===== config.mk =====
export PLATFORM = sky130hd
export DESIGN_NAME = axis_block_reducer_flat
export DESIGN_NICKNAME = d
export VERILOG_FILES = /design/src/rtl/axis_block_reducer_if.sv /design/src/rtl/axis_block_reducer.sv /design/src/flat_wrapper.sv
export SDC_FILE = /design/constraint.sdc
export NUM_CORES = 1
export LEC_CHECK = 0
export CAP_MARGIN = 25
export CORE_MARGIN = 4
export CORE_UTILIZATION = 60
export CTS_CLUSTER_SIZE = 30
export DETAILED_ROUTE_END_ITERATION = 12
export GPL_TIMING_DRIVEN = 0
export PLACE_DENSITY = 0.82
export SETUP_SLACK_MARGIN = 0.05
export SYNTH_ARGS = -nofsm -noshare
export SYNTH_HDL_FRONTEND = slang
export SYNTH_SLANG_ARGS = --single-unit

===== constraint.sdc =====
create_clock -name clk -period 6.3 [get_ports clk]
set_clock_uncertainty 0.1 [all_clocks]
set_input_delay 1.26 -clock clk [delete_from_list [all_inputs] [get_ports clk]]
set_output_delay 1.26 -clock clk [all_outputs]
set_load 0.005 [all_outputs]

===== src/rtl/axis_block_reducer_if.sv =====
`default_nettype none
// ============================================================================
// Module   : axis_block_reducer_if
// Purpose  : Sample-in / result-out stream handshake bundle for the reducer.
// Revision : 1.0 - initial release
// ============================================================================
interface axis_block_reducer_if #(
    parameter int DATA_WIDTH    = 16,
    parameter int MAX_COUNT_LOG = 8
);
    logic                                input_valid;
    logic                                input_ready;
    logic [DATA_WIDTH-1:0]               input_data;
    logic                                output_valid;
    logic                                output_ready;
    logic [DATA_WIDTH+MAX_COUNT_LOG-1:0] output_data;

    modport master (
        output input_valid, input_data, output_ready,
        input  input_ready, output_valid, output_data
    );

    modport slave (
        input  input_valid, input_data, output_ready,
        output input_ready, output_valid, output_data
    );
endinterface
`default_nettype wire


===== src/rtl/axis_block_reducer.sv =====
`default_nettype none
// ============================================================================
// Module   : axis_block_reducer
// Purpose  : Reduces blocks of 2^L stream samples to one sum/avg/max/min word.
// Revision : 1.0 - initial release
// ============================================================================
module axis_block_reducer #(
    parameter int DATA_WIDTH    = 16,
    parameter int MAX_COUNT_LOG = 8,
    parameter int IS_SIGNED     = 0,
    parameter int ROUND         = 0
) (
    input  wire logic                                   clk,
    input  wire logic                                   rst,
    input  wire logic [$clog2(MAX_COUNT_LOG+1)-1:0]     cfg_count_log,
    input  wire logic [1:0]                             cfg_mode,
    axis_block_reducer_if.slave                         bus
);
    localparam int c_acc_w = DATA_WIDTH + MAX_COUNT_LOG;
    localparam int c_log_w = $clog2(MAX_COUNT_LOG + 1);
    localparam int c_cnt_w = MAX_COUNT_LOG + 1;
    localparam logic [c_log_w-1:0] c_max_log  = c_log_w'(MAX_COUNT_LOG);
    localparam logic [1:0]         c_mode_sum = 2'b00;
    localparam logic [1:0]         c_mode_avg = 2'b01;
    localparam logic [1:0]         c_mode_max = 2'b10;
    localparam logic [1:0]         c_mode_min = 2'b11;

    logic [c_cnt_w-1:0] r_cnt;
    logic [c_log_w-1:0] r_log;
    logic [1:0]         r_mode;
    logic [c_acc_w-1:0] r_acc;
    logic [c_acc_w-1:0] r_out_data;
    logic               r_out_valid;

    logic               w_first;
    logic [c_log_w-1:0] w_log_sat;
    logic [c_log_w-1:0] w_log;
    logic [1:0]         w_mode;
    logic [c_cnt_w-1:0] w_last_idx;
    logic               w_last;
    logic               w_accept;
    logic [c_acc_w-1:0] w_sample;
    logic               w_greater;
    logic [c_acc_w-1:0] w_acc_next;
    logic [c_acc_w-1:0] w_half;
    logic [c_acc_w-1:0] w_rounded;
    logic [c_acc_w-1:0] w_avg;
    logic [c_acc_w-1:0] w_result;

    // Block parameters come from cfg only on the first sample; afterwards the latched copy rules.
    assign w_first    = (r_cnt == '0);
    assign w_log_sat  = (cfg_count_log > c_max_log) ? c_max_log : cfg_count_log;
    assign w_log      = w_first ? w_log_sat : r_log;
    assign w_mode     = w_first ? cfg_mode  : r_mode;
    assign w_last_idx = ({{(c_cnt_w-1){1'b0}}, 1'b1} << w_log) - 1'b1;
    assign w_last     = (r_cnt == w_last_idx);

    assign bus.input_ready  = !(r_out_valid && !bus.output_ready && w_last);
    assign w_accept         = bus.input_valid && bus.input_ready;
    assign bus.output_valid = r_out_valid;
    assign bus.output_data  = r_out_data;

    assign w_half    = ((ROUND != 0) && (w_log != '0))
                     ? ({{(c_acc_w-1){1'b0}}, 1'b1} << (w_log - 1'b1)) : '0;
    assign w_rounded = w_acc_next + w_half;

    generate
        if (IS_SIGNED != 0) begin : g_signed
            assign w_sample  = {{MAX_COUNT_LOG{bus.input_data[DATA_WIDTH-1]}}, bus.input_data};
            assign w_greater = $signed(w_sample) > $signed(r_acc);
            assign w_avg     = $signed(w_rounded) >>> w_log;
        end else begin : g_unsigned
            assign w_sample  = {{MAX_COUNT_LOG{1'b0}}, bus.input_data};
            assign w_greater = w_sample > r_acc;
            assign w_avg     = w_rounded >> w_log;
        end
    endgenerate

    always_comb begin
        w_acc_next = w_sample;
        if (!w_first) begin
            case (w_mode)
                c_mode_sum, c_mode_avg: w_acc_next = r_acc + w_sample;
                c_mode_max:             w_acc_next = w_greater ? w_sample : r_acc;
                c_mode_min:             w_acc_next = w_greater ? r_acc : w_sample;
                default:                w_acc_next = w_sample;
            endcase
        end
    end

    always_comb begin
        w_result = w_acc_next;
        if (w_mode == c_mode_avg) begin
            w_result = w_avg;
        end
    end

    // A completing sample is only accepted once the output slot is free or draining this edge.
    always_ff @(posedge clk or posedge rst) begin
        if (rst) begin
            r_cnt       <= '0;
            r_log       <= '0;
            r_mode      <= '0;
            r_acc       <= '0;
            r_out_data  <= '0;
            r_out_valid <= 1'b0;
        end else begin
            if (w_accept) begin
                r_acc <= w_acc_next;
                if (w_first) begin
                    r_log  <= w_log_sat;
                    r_mode <= cfg_mode;
                end
                if (w_last) begin
                    r_cnt      <= '0;
                    r_out_data <= w_result;
                end else begin
                    r_cnt <= r_cnt + 1'b1;
                end
            end
            if (w_accept && w_last) begin
                r_out_valid <= 1'b1;
            end else if (bus.output_ready) begin
                r_out_valid <= 1'b0;
            end
        end
    end
endmodule
`default_nettype wire

===== src/flat_wrapper.sv =====
// flat-port wrapper written by rule: the top's interface ports become plain ports
module axis_block_reducer_flat 
#(
    parameter int DATA_WIDTH    = 16,
    parameter int MAX_COUNT_LOG = 8,
    parameter int IS_SIGNED     = 0,
    parameter int ROUND         = 0
)
  (clk, rst, cfg_count_log, cfg_mode, bus_input_valid, bus_input_data, bus_output_ready, bus_input_ready, bus_output_valid, bus_output_data);
  axis_block_reducer_if #(.DATA_WIDTH(DATA_WIDTH), .MAX_COUNT_LOG(MAX_COUNT_LOG)) bus_i ();
  input  wire logic clk;
  input  wire logic rst;
  input  wire logic [$clog2(MAX_COUNT_LOG+1)-1:0] cfg_count_log;
  input  wire logic [1:0] cfg_mode;
  input wire logic [$bits(bus_i.input_valid)-1:0] bus_input_valid;
  input wire logic [$bits(bus_i.input_data)-1:0] bus_input_data;
  input wire logic [$bits(bus_i.output_ready)-1:0] bus_output_ready;
  output wire logic [$bits(bus_i.input_ready)-1:0] bus_input_ready;
  output wire logic [$bits(bus_i.output_valid)-1:0] bus_output_valid;
  output wire logic [$bits(bus_i.output_data)-1:0] bus_output_data;
  assign bus_i.input_valid = bus_input_valid;
  assign bus_i.input_data = bus_input_data;
  assign bus_i.output_ready = bus_output_ready;
  assign bus_input_ready = bus_i.input_ready;
  assign bus_output_valid = bus_i.output_valid;
  assign bus_output_data = bus_i.output_data;
  axis_block_reducer #(.DATA_WIDTH(DATA_WIDTH), .MAX_COUNT_LOG(MAX_COUNT_LOG), .IS_SIGNED(IS_SIGNED), .ROUND(ROUND)) u_core (.clk(clk), .rst(rst), .cfg_count_log(cfg_count_log), .cfg_mode(cfg_mode), .bus(bus_i));
endmodule

==> results.cfg <==
[finish]
diodes = 0
area_delta_synth_final_pct = 19.1
nets = 983
finalInstanceArea_um2 = 7870
fill_cells = 840
drive_gt1_frac = 0.125

[placed_design]
gp_congestion = 1.11
port-buffer-count = 51
place_hpwl_mm = 19.7
postPlaceCellArea_um2 = 7320
pre_cts_slack_ns = -1.10

[timing]
setup_viol = 0
worst_slack_ns = 0.134
fin_crit_ns = 6.17
rsz0062_at_grt = true
fin_crit_sh = 0.979
finalHoldWorstSlack_ns = 0.385
setup_tns_ns = 0
worst_pin_slew_ns = 1.13
drv_slew = 0
final_hold_viol_count = 0
max_freq_ghz = 0.162
slew_headroom = 0.246

[yosys]
synth_edf_count = 0
ys_ff_latch = 64
yosysWarnings = 0
syn_area_um2 = 6610
ys_seq_area_frac = 0.242
synth_cells = 841
syn-num-nets = 903
synth_area_per_cell_um2 = 7.86
synthTopCellsByArea = dfrtp_1, ha_1, nand2_1
ys_types = 96
synth.top_cell.area_share = 0.242
synth_top_cell_by_area = dfrtp_1
ys.flop_type = dfrtp_1
synth_async_sr_flop_share = 1.00

[setup_path]
end_kind = primary output
crit_chain = inv_1, ha_2, or4b_4, buf_6, nor3_4, or2_1, buf_6, buf_8, nor2_4, nand2_2, ha_4, a21oi_1, o41ai_2, o21a_1, o2111ai_4, or3_4, or2_4, clkdlybuf4s50_1
slowest_stage = or4b_4
cp.required_ns = 4.94
cpPeakStageDelay_ns = 0.48
cp_top_family = simple AND/OR/NAND/NOR gates
crit_top_cell = buf_6
crit_fanout = 7
critPathKind = flop to primary output
worst-path-buf-inv = 5
start_kind = flop
cp.arrival_ns = 4.81

[flow_run]
cap_viol_max_count = 0

[floorplan]
initial_core_util = 0.613
die_w_um = 113
row_count = 38
die-area_um2 = 12800
core_area_um2 = 10800
die_h_um = 113
ioPinCount = 52

[detailed_routing]
first_iter_violations = 1316
routed_wl_mm = 26.3
firstDrtPassIters = 6
avgRoutedWirePerCell_um = 24.6
drc = 0
via_per_inst = 7.32
antenna_left = 0
vias = 7807

[clocking]
cts_root_buf = clkbuf_8
clock-sinks = 64
htreeDepth = 3
cts_tree = yes
insertion_delay_ns = 0.39
numCtsBuffers = 9
clk_pin_slew_worst_paths_ns = 0.09
clock_path_buffers = 2

[grt]
overflow = 0
grt_util_all_layers = 0.402
grt_max_degree = 38
antenna_found_initial = 0
grt_pass1_vias = 7312
grt_pass1_wl_mm = 40.4

[min_path]
hold_class = flop to flop

[pwr]
seqPwrFrac = 0.144
max-vdd-ir-drop_uv = 315
p_comb_frac = 0.750
switching_share = 0.572
internal-power_mw = 1.93
p_leak_nw = 3.28
total_power_mw = 4.51
p_sw_mw = 2.58
pwr_density_cell_nw_per_um2 = 573
clock_power_share = 0.106

[outcome]
outcome = complete, no violations
==> routing by layer <==
| layer | track usage | share of wire | up-vias |
|---|---|---|---|
| li1 | - | - | 3300 |
| met1 | 0.526 | 0.37 | 3651 |
| met2 | 0.611 | 0.42 | 677 |
| met3 | 0.0936 | 0.13 | 179 |
| met4 | 0.227 | 0.077 | 0 |
| met5 | 0 | 0 | - |
==> final timing paths <==
| path | startpoint | endpoint | slack (ns) | cells after the start |
|---|---|---|---|---|
| worst max-delay path | u_core.r_cnt[0] | bus_input_ready | 0.13 | 18 |
| worst min-delay path | u_core.bus.output_data[23] | u_core.bus.output_data[23] | 0.38 | 1 |
| worst max register to register | u_core.r_acc[0] | u_core.bus.output_data[14] | 1.13 | 14 |
| worst min register to register | u_core.bus.output_data[23] | u_core.bus.output_data[23] | 0.38 | 1 |
| max in group asynchronous | rst | u_core.bus.output_data[9] | 4.23 | 3 |
| min in group asynchronous | rst | u_core.r_acc[23] | 1.22 | 2 |
==> Yosys cell counts, types with 4 or more instances <==
library cell and n:
nand2_1 97, or2_1 4, a22o_1 4, o31ai_1 14
o21ai_0 57, o22ai_1 10, a32oi_1 6, buf_6 4
or3_1 5, a221o_1 4, nand2b_1 8, nand4_1 8
a21o_1 6, ha_1 35, a221oi_1 10, o21ai_1 7
mux2i_1 20, and3_1 5, buf_2 9, o211ai_1 7
o221ai_1 6, o21a_1 9, nor2_1 87, and2_1 8
a211oi_1 12, inv_1 45, a31oi_1 9, a21oi_1 54
o21bai_1 4, nor3_1 18, nor2b_1 6, nand3_1 33
xnor2_1 20, clkbuf_1 27, dfrtp_1 64, xor2_1 7
a2111oi_0 5, a22oi_1 8, nor4_1 12
==> sequential cells by signal, summed over array words and instances (netlist names) <==
name                     count
u_core.r_log                 4
u_core.bus.output_data      24
u_core.bus.output_valid      1
u_core.r_acc                24
u_core.r_cnt                 9
u_core.r_mode                2
==> per-stage QoR <==
| step | instances | util |
|---|---|---|
| floorplan | 841 | - |
| global placement | 1032 | 0.676 |
| detailed placement | 1033 | 0.678 |
| CTS | 1053 | 0.713 |
| global route | 1066 | 0.729 |
| finish | 1066 | 0.729 |
==> timing repair <==
action	in CTS	in global routing
hold endpoints to repair	0	0
gates resized for setup	27	24
hold buffers	0	0
buffers inserted	5	14
setup endpoints to repair	2	2
pin swaps	5	6
==> power groups by stage <==
| stage | Sequential, mW | Combinational, mW | Clock [mW] |
|---|---|---|---|
| final | 0.651 | 3.38 | 0.478 |
| after global routing | 0.657 | 3.53 | 0.488 |
| after CTS | 0.643 | 3.09 | 0.470 |
| after detailed placement | 0.650 | 3.01 | 0 |
| after global placement | 0.640 | 2.97 | 0 |
| after floorplan | 0.614 | 2.12 | 0 |
==> area by class of cell <==
| cell class | count | area, um2 | area share |
|---|---|---|---|
| Buffer | 43 | 258 | 0.0327 |
| Clock buffer | 9 | 124 | 0.0157 |
| Clock inverter | 7 | 125 | 0.0159 |
| Inverter | 46 | 173 | 0.0219 |
| Multi-Input combinational cell | 686 | 4750 | 0.604 |
| Sequential cell | 64 | 1600 | 0.204 |
| Tap cell | 140 | 175 | 0.0223 |
| Timing Repair Buffer | 71 | 663 | 0.0842 |
==> cells in the final DEF, fill, tap and decap left out, types with 23 or more instances in the layout <==
| master | Yosys | layout |
|---|---|---|
| nor2_1 | 87 | 85 |
| ha_1 | 35 | 33 |
| a21oi_1 | 54 | 53 |
| clkdlybuf4s50_1 | 0 | 49 |
| o21ai_0 | 57 | 56 |
| clkbuf_1 | 27 | 23 |
| inv_1 | 45 | 44 |
| dfrtp_1 | 64 | 63 |
| nand3_1 | 33 | 33 |
| nand2_1 | 97 | 94 |
==> cell families (layout without fill, tap and decap cells) <==
group | after synthesis | in the layout | synth area share
AO/OA/AOI/OAI | 285 | 285 | 0.309
AND/OR/NAND/NOR | 312 | 312 | 0.235
flip-flops | 64 | 64 | 0.242
XOR/XNOR | 28 | 28 | 0.0382
adder cells (fa/ha/maj) | 36 | 36 | 0.0693
buffers and inverters | 91 | 176 | 0.0615
multiplexers | 25 | 25 | 0.0439
(Power assumes the default switching activity.)
